<file path="src/rtl/pu_riscv_biu_arbiter.sv">
// Shares one downstream BIU between the instruction and data memory controllers.
// Define PU_RISCV_BIU_ARB_RR_EN for round-robin arbitration; default is data priority with a starvation limit.
module pu_riscv_biu_arbiter #(
  parameter int XLEN            = 64,
  parameter int PLEN            = 64,
  parameter int MAX_OUTSTANDING = 4,
  parameter int STARVE_LIMIT    = 4
) (
  input  logic            HCLK,
  input  logic            HRESET,

  input  logic            ibiu_stb_i,
  output logic            ibiu_stb_ack_o,
  output logic            ibiu_d_ack_o,
  input  logic [PLEN-1:0] ibiu_adri_i,
  output logic [PLEN-1:0] ibiu_adro_o,
  input  logic [2:0]      ibiu_size_i,
  input  logic [2:0]      ibiu_type_i,
  input  logic            ibiu_we_i,
  input  logic            ibiu_lock_i,
  input  logic [2:0]      ibiu_prot_i,
  input  logic [XLEN-1:0] ibiu_d_i,
  output logic [XLEN-1:0] ibiu_q_o,
  output logic            ibiu_ack_o,
  output logic            ibiu_err_o,

  input  logic            dbiu_stb_i,
  output logic            dbiu_stb_ack_o,
  output logic            dbiu_d_ack_o,
  input  logic [PLEN-1:0] dbiu_adri_i,
  output logic [PLEN-1:0] dbiu_adro_o,
  input  logic [2:0]      dbiu_size_i,
  input  logic [2:0]      dbiu_type_i,
  input  logic            dbiu_we_i,
  input  logic            dbiu_lock_i,
  input  logic [2:0]      dbiu_prot_i,
  input  logic [XLEN-1:0] dbiu_d_i,
  output logic [XLEN-1:0] dbiu_q_o,
  output logic            dbiu_ack_o,
  output logic            dbiu_err_o,

  output logic            biu_stb_o,
  input  logic            biu_stb_ack_i,
  input  logic            biu_d_ack_i,
  output logic [PLEN-1:0] biu_adri_o,
  input  logic [PLEN-1:0] biu_adro_i,
  output logic [2:0]      biu_size_o,
  output logic [2:0]      biu_type_o,
  output logic            biu_we_o,
  output logic            biu_lock_o,
  output logic [2:0]      biu_prot_o,
  output logic [XLEN-1:0] biu_d_o,
  input  logic [XLEN-1:0] biu_q_i,
  input  logic            biu_ack_i,
  input  logic            biu_err_i,

  output logic [1:0]      gnt_o
);

  localparam int CW = $clog2(MAX_OUTSTANDING + 1);
  localparam logic [CW-1:0] CNT_ZERO = CW'(1'b0);
  localparam logic [CW-1:0] CNT_ONE  = CW'(1'b1);
  localparam logic [CW-1:0] CNT_MAX  = CW'(MAX_OUTSTANDING);

  // State encoding doubles as the gnt_o encoding
  localparam logic [1:0] IDLE  = 2'b00;
  localparam logic [1:0] OWN_I = 2'b01;
  localparam logic [1:0] OWN_D = 2'b10;

  logic [1:0]    state_r, state_nxt_s;
  logic [CW-1:0] cnt_r, cnt_nxt_s;
  logic          own_i_s, own_d_s, own_stb_s, own_lock_s;
  logic          accept_s, resp_s, dec_s, release_s, any_stb_s, win_d_s;

`ifdef PU_RISCV_BIU_ARB_RR_EN
  logic last_i_r, last_i_nxt_s;
`else
  localparam int SW = (STARVE_LIMIT > 0) ? $clog2(STARVE_LIMIT + 1) : 1;
  localparam logic [SW-1:0] SCNT_MAX = SW'(STARVE_LIMIT);
  localparam bit STARVE_EN = (STARVE_LIMIT != 0);
  logic [SW-1:0] scnt_r, scnt_nxt_s;
  logic          starve_s;
`endif

  assign own_i_s   = (state_r == OWN_I);
  assign own_d_s   = (state_r == OWN_D);
  assign any_stb_s = ibiu_stb_i | dbiu_stb_i;

  // Owner's request fields go downstream; with no owner every request line is zero
  always_comb begin
    own_stb_s  = 1'b0;
    own_lock_s = 1'b0;
    biu_adri_o = {PLEN{1'b0}};
    biu_size_o = 3'b000;
    biu_type_o = 3'b000;
    biu_we_o   = 1'b0;
    biu_prot_o = 3'b000;
    biu_d_o    = {XLEN{1'b0}};
    case (state_r)
      OWN_I: begin
        own_stb_s  = ibiu_stb_i;
        own_lock_s = ibiu_lock_i;
        biu_adri_o = ibiu_adri_i;
        biu_size_o = ibiu_size_i;
        biu_type_o = ibiu_type_i;
        biu_we_o   = ibiu_we_i;
        biu_prot_o = ibiu_prot_i;
        biu_d_o    = ibiu_d_i;
      end
      OWN_D: begin
        own_stb_s  = dbiu_stb_i;
        own_lock_s = dbiu_lock_i;
        biu_adri_o = dbiu_adri_i;
        biu_size_o = dbiu_size_i;
        biu_type_o = dbiu_type_i;
        biu_we_o   = dbiu_we_i;
        biu_prot_o = dbiu_prot_i;
        biu_d_o    = dbiu_d_i;
      end
      default: begin
        own_stb_s  = 1'b0;
        own_lock_s = 1'b0;
      end
    endcase
  end

  assign biu_lock_o = own_lock_s;
  assign biu_stb_o  = own_stb_s & (cnt_r < CNT_MAX);
  assign accept_s   = biu_stb_o & biu_stb_ack_i;
  assign resp_s     = biu_ack_i | biu_err_i;
  // A response with nothing outstanding is stray and must not underflow cnt
  assign dec_s      = resp_s & (cnt_r != CNT_ZERO);

  assign ibiu_stb_ack_o = own_i_s & accept_s;
  assign dbiu_stb_ack_o = own_d_s & accept_s;
  assign ibiu_d_ack_o   = own_i_s & biu_d_ack_i;
  assign dbiu_d_ack_o   = own_d_s & biu_d_ack_i;
  assign ibiu_ack_o     = own_i_s & biu_ack_i;
  assign dbiu_ack_o     = own_d_s & biu_ack_i;
  assign ibiu_err_o     = own_i_s & biu_err_i;
  assign dbiu_err_o     = own_d_s & biu_err_i;
  assign ibiu_q_o       = biu_q_i;
  assign dbiu_q_o       = biu_q_i;
  assign ibiu_adro_o    = biu_adro_i;
  assign dbiu_adro_o    = biu_adro_i;
  assign gnt_o          = state_r;

  // Release once the owner is quiet, unlocked and its last beat is answered (IDLE always qualifies)
  assign release_s = ~own_stb_s & ~own_lock_s &
                     ((cnt_r == CNT_ZERO) | ((cnt_r == CNT_ONE) & resp_s));

`ifdef PU_RISCV_BIU_ARB_RR_EN
  assign win_d_s = dbiu_stb_i & ~(ibiu_stb_i & ~last_i_r);
`else
  assign starve_s = STARVE_EN & (scnt_r == SCNT_MAX);
  assign win_d_s  = dbiu_stb_i & ~(ibiu_stb_i & starve_s);
`endif

  // Outstanding-beat bookkeeping
  always_comb begin
    cnt_nxt_s = cnt_r;
    if (accept_s && !dec_s) begin
      cnt_nxt_s = cnt_r + CNT_ONE;
    end else if (dec_s && !accept_s) begin
      cnt_nxt_s = cnt_r - CNT_ONE;
    end else begin
      cnt_nxt_s = cnt_r;
    end
  end

  // Grant decision and fairness tracking
  always_comb begin
    state_nxt_s = state_r;
`ifdef PU_RISCV_BIU_ARB_RR_EN
    last_i_nxt_s = last_i_r;
`else
    scnt_nxt_s = scnt_r;
`endif
    if (release_s && any_stb_s) begin
      state_nxt_s = win_d_s ? OWN_D : OWN_I;
`ifdef PU_RISCV_BIU_ARB_RR_EN
      last_i_nxt_s = ~win_d_s;
`else
      if (!win_d_s) begin
        scnt_nxt_s = {SW{1'b0}};
      end else if (!ibiu_stb_i) begin
        scnt_nxt_s = {SW{1'b0}};
      end else if (scnt_r != SCNT_MAX) begin
        scnt_nxt_s = scnt_r + SW'(1'b1);
      end else begin
        scnt_nxt_s = scnt_r;
      end
`endif
    end else if (release_s) begin
      state_nxt_s = IDLE;
    end else begin
      state_nxt_s = state_r;
    end
  end

  // State, outstanding-beat and fairness registers
  always_ff @(posedge HCLK) begin
    if (HRESET) begin
      state_r  <= IDLE;
      cnt_r    <= CNT_ZERO;
`ifdef PU_RISCV_BIU_ARB_RR_EN
      last_i_r <= 1'b0;
`else
      scnt_r   <= {SW{1'b0}};
`endif
    end else begin
      state_r  <= state_nxt_s;
      cnt_r    <= cnt_nxt_s;
`ifdef PU_RISCV_BIU_ARB_RR_EN
      last_i_r <= last_i_nxt_s;
`else
      scnt_r   <= scnt_nxt_s;
`endif
    end
  end

endmodule

</file>
<file path="config.mk">
export PLATFORM = sky130hd
export DESIGN_NAME = pu_riscv_biu_arbiter
export DESIGN_NICKNAME = d
export VERILOG_FILES = /design/src/rtl/pu_riscv_biu_arbiter.sv
export SDC_FILE = /design/constraint.sdc
export NUM_CORES = 1
export LEC_CHECK = 0
export BUFFER_PORTS_ARGS = -buffer_cell sky130_fd_sc_hd__buf_2
export CORE_AREA = 2 2 320 322
export CTS_BUF_LIST = sky130_fd_sc_hd__clkbuf_16
export CTS_CLUSTER_DIAMETER = 150
export CTS_CLUSTER_SIZE = 16
export DETAILED_ROUTE_END_ITERATION = 7
export DIE_AREA = 0 0 322 324
export GPL_ROUTABILITY_DRIVEN = 0
export PLACE_DENSITY_LB_ADDON = 0.05
export SLEW_MARGIN = 30
export SYNTH_ARGS = -nofsm -noshare
export SYNTH_HDL_FRONTEND = slang
export SYNTH_SLANG_ARGS = --single-unit
</file>
<file path="constraint.sdc">
create_clock -name HCLK -period 2.7 [get_ports HCLK]
set_clock_uncertainty 0.1 [all_clocks]
set_input_delay 0.27 -clock HCLK [delete_from_list [all_inputs] [get_ports HCLK]]
set_output_delay 0.27 -clock HCLK [all_outputs]
set_load 0.05 [all_outputs]
</file>
==> results.md <==
* Status: completed
* YS warnings at 0
* Ys flop type: dfxtp_1
* Syn-to-layout area delta at 45.3%
* Core area at between 100,000 and 150,000 sq um
* Highest metal used: met5
* Final worst slack at 0.304 ns
* Maxcap violations at 0
* Async set or reset register ratio after synthesis at 0
* WHS Path Cells at 2
* Die area at 104,000 sq um
* Most instantiated cells after synthesis: buf_4 (257), nor2_1 (142), a22oi_1 (138)
* Post-Route WL at 30.4 mm
* Drt pass-1 iters at 4
* Synth cell types at 30
* Post-Syn Area at 4320 sq um
* Initial antenna violation count at 6
* Peak Freq at 417 MHz
* Critical R2R Launch: gnt_o[0]
* Top-area cell type share of the netlist area at 0.447
* RSZ-0062 raised after global routing: no
* Worst R2R End: cnt_r[2]
* Setup TNS Final at 0 ns
* Gate Count Post-Synth at 655
* # diodes at 0
* R2R depth at 8
* Die width at 322 microns
* Tmin final at 2.40 ns
* Arrival @ worst endpoint at 2.03 ns
* Post-Syn Area per Cell at 6.59 sq um
* Hold Crit Class: in -> reg
* Yosys reg bits at 8
* DR WL met3 at ~2.8 mm
* Via density at 2.32
* DRC Markers at 0
* Clock root buffer: clkbuf_16
* Initial core utilization at 0.0427
* Post-synth EDFFs at 0
* Synth Net Count at about 1,100
* Power Density at 656 nW/um^2
* Dpl hpwl at 25.0 mm
* CP startpoint kind: flop
* Setup CP Type: reg -> out
* Total track usage at 0.0522
* Post-CTS Setup Inserts at 0
* Synth area leaders: buf_4 (45%), a22oi_1 (24%), nor2_1 (12%)
* Vias at 4,892
* CP Max Fanout at 52
* Layout cells sized above 1 at 0.572
* Vias in the first global route at 4,924
* Grt total ovfl at 0
* Antenna viol nets, final at 0
* Setup Viol. Count Final at 0
* Post-route met1 wirelength at approximately 10 mm
* Per-cell routed wire length at 14.4 microns
* Placement Setup Slack at 0.487 ns
* First-pass GRT wire length at between 30 and 40 mm
* Clk Latency, worst-skew pair at 0.23 ns
* Most frequent cell after synthesis: buf_4
* Worst Path Required at 2.33 ns
* Min-Delay Startpoint: HRESET
* I/O Pins at 820
* Final period util at 0.887
* Die Y at 324 microns
* CTS Buffer Depth at 2
* Number of buffers created by CTS at 3
* Clock Sinks at 8
* Hold Path End: gnt_o[0]
* TritonCTS clock tree: done
* Rel. slew slack at 0.511
* VDD IR-drop max at between 0.2 and 0.3 mV
* Slew @ Worst Pin at 0.734 ns
* Cts hold-fix bufs at 0
* DR WL met2 at 16.1 mm
* Lkg Pwr at 2.66 nW
* Clock transition at path regs at ~0.04 ns
* Port-buffer cells at about 440
* Fin. Hold Viols at 0
* Setup crit end kind: primary output
* Post-synth top area cell: buf_4
* Largest net degree at the start of global routing at 77
* Number of cells upsized or downsized after cts at 0
* Max-slew violation count at 0
* Rows at 117
* Fraction of the yosys area taken by sequential cells at 0.0371
* Reg2Reg Setup Slack at 0.56 ns
* H-Tree Depth at 1
* Nets at around 1,200
* 1st-iter DRT viols at 173
-- kinds of logic after synthesis --
| kind of cell | count (synthesis) | share of synthesized area |
|---|---|---|
| xor gates and xnor gates | 2 | 0.00406 |
| muxes | 1 | 0.00232 |
| and+or+nand+nor | 161 | 0.152 |
| buffers and inverters | 314 | 0.498 |
| DFF | 8 | 0.0371 |
| AOI/OAI and AO/OA | 160 | 0.281 |
| adders and majority gates | 9 | 0.0261 |
-- worst max-delay path: stages, from the launching register on --
cell,delay (ns)
dfxtp_4,0.36
inv_1,0.07
ha_4,0.33
buf_4,0.55
nor2_1,0.17
buf_2,0.26
-- state kept, by name, summed over array words and instances (netlist names) --
| name | flops |
|---|---|
| cnt_r | 3 |
| gnt_o | 2 |
| scnt_r | 3 |
-- power breakdown --
group	internal (mW)	switching [mW]	total, mW	leakage (nW)
registers	0.154	0.0406	0.195	0.0665
logic	0.967	2.69	3.66	2.55
clock network	0.194	0.0686	0.263	0.0423
-- per-layer routing --
layer	GRT usage	up-vias
li1	-	2272
met1	0.0538	2230
met2	0.0990	280
met3	0.0167	106
met4	0.0171	4
met5	0	-
-- metrics by stage --
step / power (mW) / cells / hold slack (ns) / util / instance area, sq um
after floorplan: 3.63 / 655 / 0.352 / - / 4330
after global placement: 4.10 / 2104 / 0.397 / 0.0613 / 6190
after detailed placement: 4.02 / 2104 / 0.390 / 0.0613 / 6190
after CTS: 4.30 / 2108 / 0.266 / 0.0621 / 6270
after global routing: 4.47 / 2108 / 0.279 / 0.0621 / 6270
final: 4.12 / 2108 / 0.260 / 0.0621 / 6270
-- worst max-delay path by stage --
stage / end / cells past startpoint / start / slack [ns]
final: biu_adri_o[36] / 5 / gnt_o[0] / 0.30
after global routing: biu_d_o[1] / 5 / gnt_o[0] / 0.16
after CTS: biu_adri_o[36] / 5 / gnt_o[0] / 0.22
after detailed placement: biu_adri_o[36] / 5 / gnt_o[0] / 0.49
after global placement: scnt_r[1] / 6 / gnt_o[0] / 0.42
after floorplan: cnt_r[2] / 7 / gnt_o[1] / 0.06
-- layout make-up --
class                      instances  area, sq um
fill                           12081        94700
inverter                           9         33.8
clock buffer                       3         75.1
clock inverter                     1         3.75
sequential                         8          165
multi-input combinational        333         2040
timing repair buffer             445         2310
tap                             1309         1640
-- layout by cell type (no fill, tap or decap), drive strengths merged, types with 2 or more instances in the layout --
cell type / n
a21oi: 7
a22oi: 140
and2: 7
and3: 2
buf: 445
clkbuf: 3
dfxtp: 8
ha: 9
inv: 10
nor2: 142
o21ai: 7
or3: 2
or4: 3
xor2: 2
(Power assumes the default switching activity.)
